===== config.mk =====
export PLATFORM = sky130hd
export DESIGN_NAME = core_bus_arbiter
export DESIGN_NICKNAME = d
export VERILOG_FILES = /design/src/rtl/core_bus_arbiter_pkg.sv /design/src/rtl/core_bus_arbiter_rr_priority_select.sv /design/src/rtl/core_bus_arbiter.sv
export SDC_FILE = /design/constraint.sdc
export NUM_CORES = 1
export LEC_CHECK = 0
export CAP_MARGIN = 20
export CORE_MARGIN = 2
export CORE_UTILIZATION = 33
export DETAILED_ROUTE_END_ITERATION = 10
export HOLD_SLACK_MARGIN = 0.08
export PLACE_DENSITY_LB_ADDON = 0.05
export REMOVE_ABC_BUFFERS = 1
export SYNTH_ARGS = -nofsm -noshare
export SYNTH_HDL_FRONTEND = slang
export SYNTH_SLANG_ARGS = --single-unit
export TNS_END_PERCENT = 5

===== constraint.sdc =====
create_clock -name Clock -period 4.35 [get_ports Clock]
set_input_delay 0.435 -clock Clock [delete_from_list [all_inputs] [get_ports Clock]]
set_output_delay 0.435 -clock Clock [all_outputs]
set_load 0.01 [all_outputs]

===== src/rtl/core_bus_arbiter_pkg.sv =====
// Shared definitions for the core bus arbiter slice.
// FSM encodings and default sizing.
package core_bus_arbiter_pkg;

  localparam int MAX_CORES = 4;
  localparam int WIDTH     = 32;

  typedef enum logic {
    ARB_STATE_IDLE = 1'b0,
    ARB_STATE_BUSY = 1'b1
  } arb_state_e;

endpackage


===== src/rtl/core_bus_arbiter_rr_priority_select.sv =====
// Round-robin winner pick: first set request at or above the
// one-hot pointer, wrapping. Ports: req_i, ptr_i -> win_o (one-hot).
module rr_priority_select
  import core_bus_arbiter_pkg::*;
#(
  parameter int CORES = MAX_CORES
) (
  input  logic [CORES-1:0] req_i,
  input  logic [CORES-1:0] ptr_i,
  output logic [CORES-1:0] win_o
);

  logic [2*CORES-1:0] req2;
  logic [2*CORES-1:0] mask2;
  logic [2*CORES-1:0] masked;
  logic [2*CORES-1:0] pick;

  // Lower copy keeps only bits at/above the pointer; the upper
  // copy is unmasked so lower-index requests win after a wrap.
  assign req2   = {req_i, req_i};
  assign mask2  = {{CORES{1'b1}}, ~(ptr_i - CORES'(1))};
  assign masked = req2 & mask2;
  assign pick   = masked & (~masked + (2*CORES)'(1));
  assign win_o  = pick[CORES-1:0] | pick[2*CORES-1:CORES];

endmodule


===== src/rtl/core_bus_arbiter.sv =====
// Round-robin arbiter sharing one bus among CORES cores with watchdog.
// Ports: Clock, Reset, iRequest, iDone, iAddress -> oGrant, oBusValid,
// oBusAddress, oBusy, oTimeout.
module core_bus_arbiter
  import core_bus_arbiter_pkg::*;
#(
  parameter int CORES      = MAX_CORES,
  parameter int ADDR_WIDTH = WIDTH,
  parameter int TIMEOUT    = 255
) (
  input  logic                        Clock,
  input  logic                        Reset,
  input  logic [CORES-1:0]            iRequest,
  input  logic [CORES-1:0]            iDone,
  input  logic [CORES*ADDR_WIDTH-1:0] iAddress,
  output logic [CORES-1:0]            oGrant,
  output logic                        oBusValid,
  output logic [ADDR_WIDTH-1:0]       oBusAddress,
  output logic                        oBusy,
  output logic                        oTimeout
);

  localparam int CW = $clog2(TIMEOUT) + 1;
  localparam logic [CW-1:0] CNT_LAST = CW'(TIMEOUT - 1);

  arb_state_e       state_q, state_d;
  logic [CORES-1:0] grant_q, grant_d;
  logic [CORES-1:0] ptr_q, ptr_d;
  logic [CW-1:0]    cnt_q, cnt_d;
  logic             tout_q, tout_d;
  logic [CORES-1:0] win;
  logic [CORES-1:0] ptr_next;

  rr_priority_select #(
    .CORES (CORES)
  ) u_sel (
    .req_i (iRequest),
    .ptr_i (ptr_q),
    .win_o (win)
  );

  assign ptr_next = {grant_q[CORES-2:0], grant_q[CORES-1]};

  always_comb begin
    state_d = state_q;
    grant_d = grant_q;
    ptr_d   = ptr_q;
    cnt_d   = cnt_q;
    tout_d  = 1'b0;
    unique case (state_q)
      ARB_STATE_IDLE: begin
        if (|iRequest) begin
          grant_d = win;
          cnt_d   = '0;
          state_d = ARB_STATE_BUSY;
        end
      end
      ARB_STATE_BUSY: begin
        // Done beats abort beats timeout.
        if ((|(iDone & grant_q)) ||
            (~|(iRequest & grant_q)) ||
            (cnt_q == CNT_LAST)) begin
          grant_d = '0;
          ptr_d   = ptr_next;
          state_d = ARB_STATE_IDLE;
          tout_d  = ~|(iDone & grant_q) &&
                    (|(iRequest & grant_q));
        end else if (cnt_q != '1) begin
          cnt_d = cnt_q + CW'(1);
        end
      end
      default: state_d = ARB_STATE_IDLE;
    endcase
  end

  always_ff @(posedge Clock) begin
    if (Reset) begin
      state_q <= ARB_STATE_IDLE;
      grant_q <= '0;
      ptr_q   <= CORES'(1);
      cnt_q   <= '0;
      tout_q  <= 1'b0;
    end else begin
      state_q <= state_d;
      grant_q <= grant_d;
      ptr_q   <= ptr_d;
      cnt_q   <= cnt_d;
      tout_q  <= tout_d;
    end
  end

  always_comb begin
    oBusAddress = '0;
    for (int i = 0; i < CORES; i++) begin
      oBusAddress |= iAddress[i*ADDR_WIDTH +: ADDR_WIDTH]
                   & {ADDR_WIDTH{grant_q[i]}};
    end
  end

  assign oGrant    = grant_q;
  assign oBusValid = |grant_q;
  assign oBusy     = (state_q == ARB_STATE_BUSY);
  assign oTimeout  = tout_q;

endmodule

==> impl_metrics.ini, run 1 <==
[timing]
period_share_pct = 60.78
max_freq_mhz = 378.2
drv_slew = 0
max-slew-margin-rel_pct = 58.74
period_minus_slack_ns = 2.644
worst_slew_pin_slew_ns = 0.6180
clock_skew_ns = 0.001866
finalSetupTns_ns = 0
grt_setup_unrepaired = false
setup_violations = 0
final_hold_viol_count = 0

[final_layout]
fill_cells = 449
layout_commonest_cell = clkdlybuf4s50_1
multi_input_area_sq_um = 1330
diodes = 0
area_growth_pct = 96.99
nets = 552
fin_cells = 481
ff_latch_area_sq_um = 380.4
drive_above_1_share_pct = 5.379
mostFrequentLayoutCells = clkdlybuf4s50_1 (176), a22oi_1 (66), nand2_1 (49)

[routing]
route.vias.total = 2677
viasPerCell = 5.565
post_drt_wl_per_cell_microns = 19.49
drc = 0
drt_iter0_drc = 177
drt.antenna.violating_nets = 0
routed_wl_microns = 9376
drt_first_pass_iters = 4

[pwr]
leakagePower_nw = 1.377
internal_power_mw = 0.4933
clkPwrFrac_pct = 16.8
power.density_nw_per_um2 = 201.3
combPwrFrac_pct = 57.0
p_seq_share_pct = 26.2
netSwitchingFraction_pct = 33.54
power.switching_mw = 0.2489
ir_drop_v = 0.0001936

[setup_path]
arrival_ns = 2.21
critPathKind = flop to output pin
required_ns = 3.91
worstSetupEndpointType = output pin
cp-start-kind = flop
path_max_fanout = 21

[synth]
ys_types = 45
synth-edff-count = 0
yosysTopAreaCell = a22oi_1
ys_seq_area_share_pct = 20.32
ys_ff_latch = 19
syn_area_sq_um = 1872
async_flop_share_pct = 0
yosysWarnings = 0
postSynthCellCount = 245
avgSynthCellArea_sq_um = 7.640
yosysTopAreaCellShare_pct = 26.47
synth_area_leaders = a22oi_1 (26%), dfxtp_1 (20%), nand2_1 (9.8%)
synth_ff_type = dfxtp_1

[floorplanning]
core_region_area_sq_um = 5507
start_util_pct = 33.99
die_area_sq_um = 6291
die_h_microns = 79.32
io_pins = 177
die_w_microns = 79.32
row_count = 27

[clock_tree]
cts-buffers-inserted = 3
cts_buffer_depth = 2
postCtsSetupBuffers = 0
cts_hold_buffers = 0
clock_sinks = 19
cts_resized = 0
cts_root_buf = clkbuf_8
cts_tree = done
clk_pin_slew_ns = 0.07
worst_skew_pair.late_latency_ns = 0.26
htreeDepth = 1

[global_routing]
grt_pass1_wl_microns = 13610
overflow = 0
grt_max_degree = 38
antenna_found_initial = 0
grt_pass1_vias = 2491
grt_usage_pct = 27.95

[placement]
placedCellCount = 476
dpl.hpwl_microns = 7259
portBuffers = 176
routabilityCongestion = 0.8703

[job]
drv_cap = 0

[status]
status = finished, final reports clean

[hold_path]
hp-class = flop to flop
power groups by stage:
stage | clock, mW | sequential (mW) | combinational (mW)
2_1_floorplan | 0 | 0.211 | 0.129
3_3_place_gp | 0 | 0.201 | 0.410
3_5_place_dp | 0 | 0.201 | 0.411
4_1_cts | 0.127 | 0.197 | 0.416
5_1_grt | 0.136 | 0.196 | 0.451
6_report | 0.125 | 0.194 | 0.423
metal layers:
| metal | global-route usage [%] | wire, microns | part of all wire, % |
|---|---|---|---|
| met1 | 36.21 | 3873 | 41 |
| met2 | 46.44 | 4400 | 47 |
| met3 | 8.864 | 1015 | 11 |
| met4 | 3.793 | 87 | 0.93 |
| met5 | 0 | 0 | 0 |
cell families (layout without fill, tap and decap cells):
logic type | after synthesis | after routing | share of synthesized area, %
AO/OA/AOI/OAI | 99 | 99 | 40.98
XOR/XNOR | 2 | 2 | 0.9360
adder cells (fa/ha/maj) | 4 | 4 | 2.674
buffers and inverters | 27 | 191 | 8.623
flip-flops | 19 | 19 | 20.32
multiplexers | 4 | 4 | 2.139
AND/OR/NAND/NOR | 90 | 90 | 24.33
cells in the mapped netlist (5+ instances only):
| master | count |
|---|---|
| a22oi_1 | 66 |
| inv_1 | 6 |
| nor2_1 | 6 |
| clkbuf_8 | 5 |
| nand3_1 | 7 |
| o31ai_1 | 5 |
| nand2_1 | 49 |
| or4_1 | 5 |
| clkbuf_1 | 11 |
| a21oi_1 | 11 |
| dfxtp_1 | 19 |
critical path, cell delays in order, from the launching register on:
cell	delay [ns]
dfxtp_1	0.72
buf_4	0.40
a22oi_1	0.14
nand2_1	0.14
clkdlybuf4s50_1	0.55
registers in the layout (all words and copies together) (netlist names):
register,flops
oBusy,1
oTimeout,1
ptr_q,4
cnt_q,9
oGrant,4
metrics by stage:
step / area [sq um] / power (mW) / setup WS (ns) / hold WS (ns) / utilization [%]
finish: 3687 / 0.7422 / 1.706 / 0.4806 / 66.96
global route: 3687 / 0.7823 / 1.601 / 0.5242 / 66.96
CTS: 3660 / 0.7401 / 1.528 / 0.4862 / 66.46
detailed placement: 3615 / 0.6119 / 1.811 / 0.4761 / 65.64
global placement: 3615 / 0.6106 / 1.861 / 0.4565 / 65.64
floorplan: 1733 / 0.3398 / 2.160 / 0.4473 / -
final timing paths:
kind | startpoint | endpoint | slack [ns] | cells after the start
setup / recovery | oGrant[0]$_SDFFE_PP0P_ | oBusAddress[25] | 1.71 | 4
hold / removal | ptr_q[3]$_SDFFE_PP0P_ | ptr_q[3]$_SDFFE_PP0P_ | 0.48 | 2
setup reg to reg | oGrant[0]$_SDFFE_PP0P_ | cnt_q[5]$_SDFFE_PP0P_ | 2.01 | 6
hold reg to reg | ptr_q[3]$_SDFFE_PP0P_ | ptr_q[3]$_SDFFE_PP0P_ | 0.48 | 2
area by class of cell:
cell class                 instances  share of cell area [%]
tap                               72                   2.443
timing repair buffer             181                   49.34
inverter                           6                  0.6108
sequential                        19                   10.32
multi-input combinational        199                   36.07
clock buffer                       4                   1.222
Note: power is estimated with default switching activity, not from simulation.
==> run 2: changes to the inputs <==
Settings changed: CORE_UTILIZATION 33 to 31.
Clock period 4.35 ns to 2.65 ns, I/O delays scaled along.
==> run 2 against run 1 <==
Net effect:
- utilization down 3.5 points
- wire length down 6.2%
- register-to-register slack got worse by 1.3 ns
- cell count rose by 1.0%
- critical path depth fell by 1
- die area grew 6.1%
- via count shrank 3.0%
==> impl_metrics.ini, run 2 (synthesis gave the netlist of run 1 again) <==
[setup_path]
cpLargestDelayFamily = buffers and inverters
crit_slowest_cell = or4_1
worstSetupEndpointType = output pin
path_max_fanout = 35
required_ns = 2.38
rrSetupSlack_ns = 0.70
critPathMaxStageDelay_ns = 0.50
startpoint = oGrant[0]$_SDFFE_PP0P_
reg2reg_to = cnt_q[5]$_SDFFE_PP0P_
arrival_ns = 1.85
critPathKind = flop to output pin
cp-start-kind = flop
crit_chain = buf_12 -> or4_1 -> clkdlybuf4s50_1
timing.rr.start = cnt_q[1]$_SDFFE_PP0P_
ff2ff_path_depth = 8
crit_buf_inv = 2

[pwr]
leakagePower_nw = 1.396
power.density_nw_per_um2 = 326.0
ir_drop_v = 0.0002884

[status]
status = finished, final reports clean

[floorplanning]
start_util_pct = 31.80
die_w_microns = 81.71
core_region_area_sq_um = 5886
io_pins = 177
die_area_sq_um = 6676
row_count = 28
die_h_microns = 81.71

[clock_tree]
cts_hold_buffers = 0
clock_sinks = 19
clk_pin_slew_ns = 0.07
cts_buffer_depth = 2
cts_resized = 0
postCtsSetupBuffers = 0
worst_skew_pair.late_latency_ns = 0.26
cts_tree = done
htreeDepth = 1
cts_root_buf = clkbuf_8
cts-buffers-inserted = 3

[timing]
drv_slew = 0
max_freq_mhz = 473.0
period_minus_slack_ns = 2.114
grt_setup_unrepaired = false
finalSetupTns_ns = 0
max-slew-margin-rel_pct = 73.76
worst_slew_pin_slew_ns = 0.3931
setup_violations = 0
period_share_pct = 79.78
final_hold_viol_count = 0
clock_skew_ns = 0.007145

[final_layout]
nets = 554
largest_reg_flops = 9
layout_commonest_cell = clkdlybuf4s50_1
utilization_pct = 63.50
drive_above_1_share_pct = 6.083
fin_area_sq_um = 3737
top_register = cnt_q
diodes = 0
fin_cells = 486
mostFrequentLayoutCells = clkdlybuf4s50_1 (176), a22oi_1 (66), nand2_1 (49)
area_growth_pct = 99.67

[hold_path]
min-delay-start = ptr_q[3]$_SDFFE_PP0P_
hold_depth = 2
hp-class = flop to flop
min_to = ptr_q[3]$_SDFFE_PP0P_

[routing]
drt.antenna.violating_nets = 0
post_drt_wl_per_cell_microns = 18.10
routed_wl_microns = 8795
drc = 0
drt_first_pass_iters = 5
drt_iter0_drc = 180
viasPerCell = 5.346
route.vias.total = 2598

[global_routing]
antenna_found_initial = 0
overflow = 0
grt_pass1_vias = 2358
grt_pass1_wl_microns = 12210
grt_busiest_layer = met2
met2_usage_pct = 41.07
met1_usage_pct = 29.24
grt_max_degree = 36
met3_usage_pct = 7.912
grt_usage_pct = 23.96

[placement]
dpl_cell_area_sq_um = 3691
dpl.hpwl_microns = 6836
placedCellCount = 482
portBuffers = 176
routabilityCongestion = 0.8394

[job]
drv_cap = 0
[run 2: layer usage]
layer	vias to the layer above	routed length, microns
li1	1282	-
met1	1172	3440
met2	132	4298
met3	12	947
met4	0	109
met5	-	0
[run 2: area by class of cell]
| class | count | area (sq um) |
|---|---|---|
| Multi-Input combinational cell | 199 | 1330 |
| Clock inverter | 1 | 5.005 |
| Timing Repair Buffer | 183 | 1864 |
| Inverter | 6 | 22.52 |
| Clock buffer | 3 | 41.29 |
| Fill cell | 516 | 2148 |
| Tap cell | 75 | 93.84 |
| Sequential cell | 19 | 380.4 |
[run 2: worst max-delay path by stage]
stage,to,slack [ns],cells past startpoint
after CTS,oBusValid,0.54,3
after global placement,cnt_q[5]$_SDFFE_PP0P_,0.54,6
final,oBusValid,0.54,3
after global routing,oBusAddress[29],0.46,4
after floorplan,cnt_q[3]$_SDFFE_PP0P_,0.46,5
after detailed placement,cnt_q[4]$_SDFFE_PP0P_,0.52,6
[run 2: power breakdown]
part | internal (mW) | switching (mW)
sequential | 0.296 | 0.0195
clock | 0.105 | 0.100
combinational | 0.418 | 0.279
[run 2: metrics by stage]
step	power (mW)	hold slack [ns]	worst slack (ns)
floorplan	0.5578	0.3341	0.4596
global placement	1.012	0.4588	0.5436
detailed placement	1.016	0.4617	0.5160
CTS	1.227	0.4713	0.5397
global route	1.290	0.5048	0.4608
finish	1.218	0.4690	0.5359
[run 2: worst register-to-register path, cell delays in order (launching register included)]
cell and delay, ns:
dfxtp_1 0.34, ha_1 0.23, nand3_1 0.09, nor2_1 0.04
ha_1 0.17, and2b_2 0.25, nand2_2 0.13, or4_1 0.49
a21oi_1 0.14
